===== src/rtl/sound_scheduler.sv =====
// Two-source sample-slice scheduler: prescaled sample ticks play six 5-bit slices per 32-bit word.
// Define SOUND_SCHED_FAIR_EN to enable bgm fairness arbitration (default: strict sfx priority).
module sound_scheduler (
    input  logic        Clk,
    input  logic        reset_n,
    input  logic        enable,
    input  logic [15:0] sample_div,
    input  logic [31:0] sfx_word,
    input  logic        sfx_valid,
    output logic        sfx_ready,
    input  logic [31:0] bgm_word,
    input  logic        bgm_valid,
    output logic        bgm_ready,
    output logic [4:0]  out_sound,
    output logic        out_strobe,
    output logic        active_src,
    output logic        underrun
);
    // state | meaning
    // IDLE  | no word held; the next tick is a load cycle
    // PLAY  | word held; slot_q is the slice most recently emitted (0..5)

    typedef enum logic {ST_IDLE = 1'b0, ST_PLAY = 1'b1} state_t;

    state_t      state_q, state_d;
    logic [2:0]  slot_q, slot_d;
    logic [15:0] pre_cnt_q, pre_cnt_d;
    logic [15:0] pre_term_q, pre_term_d;
    logic [29:0] word_q, word_d;
    logic [4:0]  out_sound_q, out_sound_d;
    logic        out_strobe_q, out_strobe_d;
    logic        active_src_q, active_src_d;
    logic        underrun_q, underrun_d;

    logic [15:0] live_term;
    logic [15:0] cur_term;
    logic        tick;
    logic        load;
    logic        grant_sfx;
    logic        grant_bgm;
    logic        unused_hi_bits;

    // Bits [31:30] of both request words carry no audio.
    assign unused_hi_bits = ^{sfx_word[31:30], bgm_word[31:30]};

    function automatic logic [4:0] slice_of(input logic [29:0] w, input logic [2:0] k);
        logic [4:0] s;
        case (k)
            3'd0:    s = w[29:25];
            3'd1:    s = w[24:20];
            3'd2:    s = w[19:15];
            3'd3:    s = w[14:10];
            3'd4:    s = w[9:5];
            3'd5:    s = w[4:0];
            default: s = 5'd0;
        endcase
        return s;
    endfunction

    // Terminal value is sampled at count 0 and held, so divider changes land on a wrap.
    always_comb begin
        live_term = (sample_div == 16'd0) ? 16'd0 : (sample_div - 16'd1);
        cur_term  = (pre_cnt_q == 16'd0) ? live_term : pre_term_q;
        tick      = enable && (pre_cnt_q == cur_term);
        load      = tick && ((state_q == ST_IDLE) || (slot_q == 3'd5));
    end

`ifdef SOUND_SCHED_FAIR_EN
    logic [1:0] fair_q, fair_d;

    always_comb begin
        grant_sfx = sfx_valid && !(bgm_valid && (fair_q == 2'd3));
        grant_bgm = bgm_valid && !grant_sfx;
        fair_d    = fair_q;
        if (load && grant_bgm) begin
            fair_d = 2'd0;
        end else if (load && grant_sfx && bgm_valid) begin
            fair_d = fair_q + 2'd1;
        end
    end

    always_ff @(posedge Clk or negedge reset_n) begin
        if (!reset_n) begin
            fair_q <= 2'd0;
        end else begin
            fair_q <= fair_d;
        end
    end
`else
    always_comb begin
        grant_sfx = sfx_valid;
        grant_bgm = bgm_valid && !sfx_valid;
    end
`endif

    assign sfx_ready = reset_n && load && grant_sfx;
    assign bgm_ready = reset_n && load && grant_bgm;

    always_comb begin
        state_d      = state_q;
        slot_d       = slot_q;
        pre_cnt_d    = pre_cnt_q;
        pre_term_d   = pre_term_q;
        word_d       = word_q;
        out_sound_d  = out_sound_q;
        out_strobe_d = 1'b0;
        active_src_d = active_src_q;
        underrun_d   = 1'b0;

        if (!enable) begin
            pre_cnt_d    = 16'd0;
            pre_term_d   = live_term;
            state_d      = ST_IDLE;
            slot_d       = 3'd0;
            word_d       = 30'd0;
            out_sound_d  = 5'd0;
            active_src_d = 1'b0;
        end else begin
            pre_term_d = cur_term;
            pre_cnt_d  = tick ? 16'd0 : (pre_cnt_q + 16'd1);

            if (load) begin
                out_strobe_d = 1'b1;
                slot_d       = 3'd0;
                if (grant_sfx || grant_bgm) begin
                    word_d       = grant_sfx ? sfx_word[29:0] : bgm_word[29:0];
                    state_d      = ST_PLAY;
                    out_sound_d  = grant_sfx ? sfx_word[29:25] : bgm_word[29:25];
                    active_src_d = grant_sfx;
                end else begin
                    word_d       = 30'd0;
                    state_d      = ST_IDLE;
                    out_sound_d  = 5'd0;
                    active_src_d = 1'b0;
                    underrun_d   = 1'b1;
                end
            end else if (tick) begin
                slot_d       = slot_q + 3'd1;
                out_sound_d  = slice_of(word_q, slot_q + 3'd1);
                out_strobe_d = 1'b1;
            end
        end
    end

    always_ff @(posedge Clk or negedge reset_n) begin
        if (!reset_n) begin
            state_q      <= ST_IDLE;
            slot_q       <= 3'd0;
            pre_cnt_q    <= 16'd0;
            pre_term_q   <= 16'd0;
            word_q       <= 30'd0;
            out_sound_q  <= 5'd0;
            out_strobe_q <= 1'b0;
            active_src_q <= 1'b0;
            underrun_q   <= 1'b0;
        end else begin
            state_q      <= state_d;
            slot_q       <= slot_d;
            pre_cnt_q    <= pre_cnt_d;
            pre_term_q   <= pre_term_d;
            word_q       <= word_d;
            out_sound_q  <= out_sound_d;
            out_strobe_q <= out_strobe_d;
            active_src_q <= active_src_d;
            underrun_q   <= underrun_d;
        end
    end

    assign out_sound  = out_sound_q;
    assign out_strobe = out_strobe_q;
    assign active_src = active_src_q;
    assign underrun   = underrun_q;

endmodule


===== config.mk =====
export PLATFORM = sky130hd
export DESIGN_NAME = sound_scheduler
export DESIGN_NICKNAME = d
export VERILOG_FILES = /design/src/rtl/sound_scheduler.sv
export SDC_FILE = /design/constraint.sdc
export NUM_CORES = 1
export LEC_CHECK = 0
export BUFFER_PORTS_ARGS = -buffer_cell sky130_fd_sc_hd__buf_2
export CELL_PAD_IN_SITES_DETAIL_PLACEMENT = 0
export CELL_PAD_IN_SITES_GLOBAL_PLACEMENT = 1
export CORE_AREA = 2 2 105 107
export DETAILED_ROUTE_END_ITERATION = 16
export DIE_AREA = 0 0 107 109
export PLACE_DENSITY = 0.93
export SLEW_MARGIN = 40
export SYNTH_ARGS = -nofsm -noshare
export SYNTH_HDL_FRONTEND = slang
export SYNTH_SLANG_ARGS = --single-unit

===== constraint.sdc =====
create_clock -name Clk -period 8.9 [get_ports Clk]
set_input_delay 0.445 -clock Clk [delete_from_list [all_inputs] [get_ports Clk]]
set_output_delay 0.445 -clock Clk [all_outputs]
set_load 0.05 [all_outputs]

==> results by group <==
Synth
  – Post-synth top cells: nand2_1, dfrtp_1, a22oi_1
  – Post-Syn Instances: 512
  – Most common cell in the netlist: nand2_1
  – Yosys reg bits: 74
  – Syn. warnings: 0
  – Main synth FF type: dfrtp_1
  – EDFF count, synth: 0
  – Main area contributors after synthesis: dfrtp_1, mux2i_1, nand2_1
  – Syn nets: 607
  – Library cells used by synthesis: 60
  – Mapped Avg Cell Area: 9.110 sq um
  – Post-synth top area share: 39.70%
  – Dominant cell type by area after synthesis: dfrtp_1
  – Part of the Yosys area used for sequential elements: 39.70%
  – Cell Area, Synth: 0.004664 sq mm
  – Asr flop ratio synth: 100.0%

Detailed routing
  – Vias: 4152
  – Routed len/inst: 16.38 um
  – DR vias/cell: 5.711
  – Routed wire length: 11910 um
  – DRC: 0
  – Post-route ant nets: 0
  – Initial DRC count: 308
  – Pre-antenna DRT Iters: 4

Timing
  – Slew margin rel.: 49.70%
  – Post-Route Setup TNS: 0 ns
  – Max Freq: 0.2172 GHz
  – Crit path time final: 4.604 ns
  – Skew final: 0.006358 ns
  – Final Hold Fails: 0
  – Fin. max-slew vios: 0
  – Part of the cycle the worst path needs: 51.73%
  – Final setup vio count: 0
  – Hold Slack: 0.3343 ns
  – Actual slew at the worst max-slew pin: 0.7537 ns
  – RSZ-0062 raised after global routing: no

Place
  – Routability cong.: 0.9109
  – Inst Count DP: 711
  – Port Buf Inserts: 90
  – DP Wirelength: 8575 um

Floorplanning
  – Core Box Area: 0.01060 sq mm
  – I/O pin count: 95
  – Die W: 107 um
  – Die area: 0.01166 sq mm
  – Row count: 38
  – Initial Util: 43.99%
  – Chip height: 109 um

Setup path
  – Worst Path Arrival: 4.16 ns
  – Delay-heaviest family, CP: simple AND/OR/NAND/NOR gates
  – Worst-path fanout max: 29
  – Cell Chain, Critical Path: inv_1 > ha_1 > nor4b_1 > nand4_1 > a31oi_1 > o21ai_0 > or3_4 > nor4_4 > nand4_1 > buf_4 > nor3b_1 > buf_2
  – CP startpoint kind: register
  – WS Path Type: register to output pin
  – CP peak stage delay: 0.56 ns
  – Slowest-stage cell, CP: nand4_1
  – CP most frequent cell: nand4_1
  – CP endpoint kind: output pin
  – CP Buf/Inv Count: 3
  – CP required: 8.46 ns

Clock network
  – Root buf cell: clkbuf_8
  – Reg clk slew, reported paths: 0.08 ns
  – Post-cts sizing count: 0
  – H-tree levels: 3
  – CTS tree: done
  – Clock Path Buffers: 2
  – CTS sink count: 74
  – Clk_lat worst skew: 0.36 ns
  – Number of CTS-inserted buffers: 9

Layout
  – Antenna diode count: 0
  – Fillers: 962
  – Share of layout cells above drive strength 1: 21.64%
  – Syn-to-layout area delta: 15.56%
  – Non-filler cells, final: 727
  – Final #Nets: 678

GRT
  – Initial antenna violation count: 0
  – Gr ovfl total: 0
  – Largest net degree at the start of global routing: 74
  – GRT Util Overall: 21.07%
  – First-pass GRT wire length: 19180 um
  – Number of global-route vias before repair: 3836

Hold path
  – Worst min-delay path class: primary input to register

Job
  – Max Cap Viol: 0

Status
  – Status: complete, no violations

Pwr
  – Maximum VDD drop: 0.07621 mV
  – Lkg Pwr: 2.558 nW
  – Power density cells: 143.4 mW/mm^2
==> registers in the layout, summed over array words and instances, names as in the netlist <==
register    cells
active_src      1
out_sound       5
out_strobe      1
pre_cnt_q      16
pre_term_q     16
slot_q          3
state_q         1
underrun        1
word_q         30
==> cell families after synthesis <==
family | after synthesis | share of synthesized area (%)
simple gates | 191 | 20.79
compound gates | 127 | 19.80
fa+ha+maj | 10 | 2.682
buf+inv | 48 | 4.560
mux | 31 | 6.652
xor+xnor | 31 | 5.821
flops | 74 | 39.70
==> layout by cell type, fill, tap and decap left out, types with 5 or more instances in the layout <==
cell	count
nand3_1	14
inv_1	13
a211oi_1	5
a21oi_1	7
buf_2	89
ha_1	10
o21ai_0	24
xor2_1	15
or3_1	7
a22oi_1	35
a221oi_1	5
xnor2_1	16
nor3_1	12
nor2_1	29
clkbuf_8	10
nand2_1	80
dfrtp_1	74
or4_1	6
nor4_1	10
mux2i_1	31
and3_1	5
o211ai_1	7
a31oi_1	12
==> final timing paths <==
kind	startpoint	end	slack (ns)	cells after the start
min in group asynchronous	reset_n	active_src	0.43	2
max	pre_cnt_q[1]	bgm_ready	4.30	12
max in group asynchronous	reset_n	out_sound[2]	7.60	3
min	bgm_valid	underrun	0.33	2
max reg2reg	pre_cnt_q[1]	pre_cnt_q[10]	5.00	10
min reg2reg	pre_term_q[7]	pre_term_q[7]	0.49	2
==> report_power, final <==
part | internal [mW] | switching, mW | total (mW)
Clock | 0.163 | 0.130 | 0.293
Combinational | 0.0496 | 0.0744 | 0.124
Sequential | 0.347 | 0.00872 | 0.356
Total | 0.560 | 0.213 | 0.773
==> through the flow <==
step | utilization [%] | area [sq um] | power [mW] | setup WS, ns
2_1_floorplan | - | 4664 | 0.4389 | 4.164
3_3_place_gp | 48.62 | 5155 | 0.4817 | 4.320
3_5_place_dp | 48.68 | 5161 | 0.4856 | 4.319
4_1_cts | 50.81 | 5388 | 0.7777 | 4.274
5_1_grt | 50.84 | 5390 | 0.8083 | 3.899
6_report | 50.84 | 5390 | 0.7732 | 4.296
==> timing repair <==
item | in CTS | in global routing
setup buffers | 0 | 0
endpoints found under the hold margin | 1 | 0
hold buffers | 1 | 0
==> final cells by class <==
| class | instances | area (sq um) | share of cell area, % |
|---|---|---|---|
| clock buffer | 10 | 137.6 | 2.553 |
| clock inverter | 5 | 78.83 | 1.462 |
| inverter | 14 | 52.55 | 0.9749 |
| multi-input combinational | 390 | 2605 | 48.33 |
| sequential | 74 | 1852 | 34.35 |
| tap | 140 | 175.2 | 3.250 |
| timing repair buffer | 94 | 489.2 | 9.076 |
==> metal layers <==
layer  up-vias  track usage [%]  routed length (um)
met5         -                0                   0
met4         0            7.143                 198
met3        17            4.722                 607
met2       116            33.35                5658
met1      1996            28.70                5445
li1       2023                -                   -
Power figures use the tool's default switching activity.
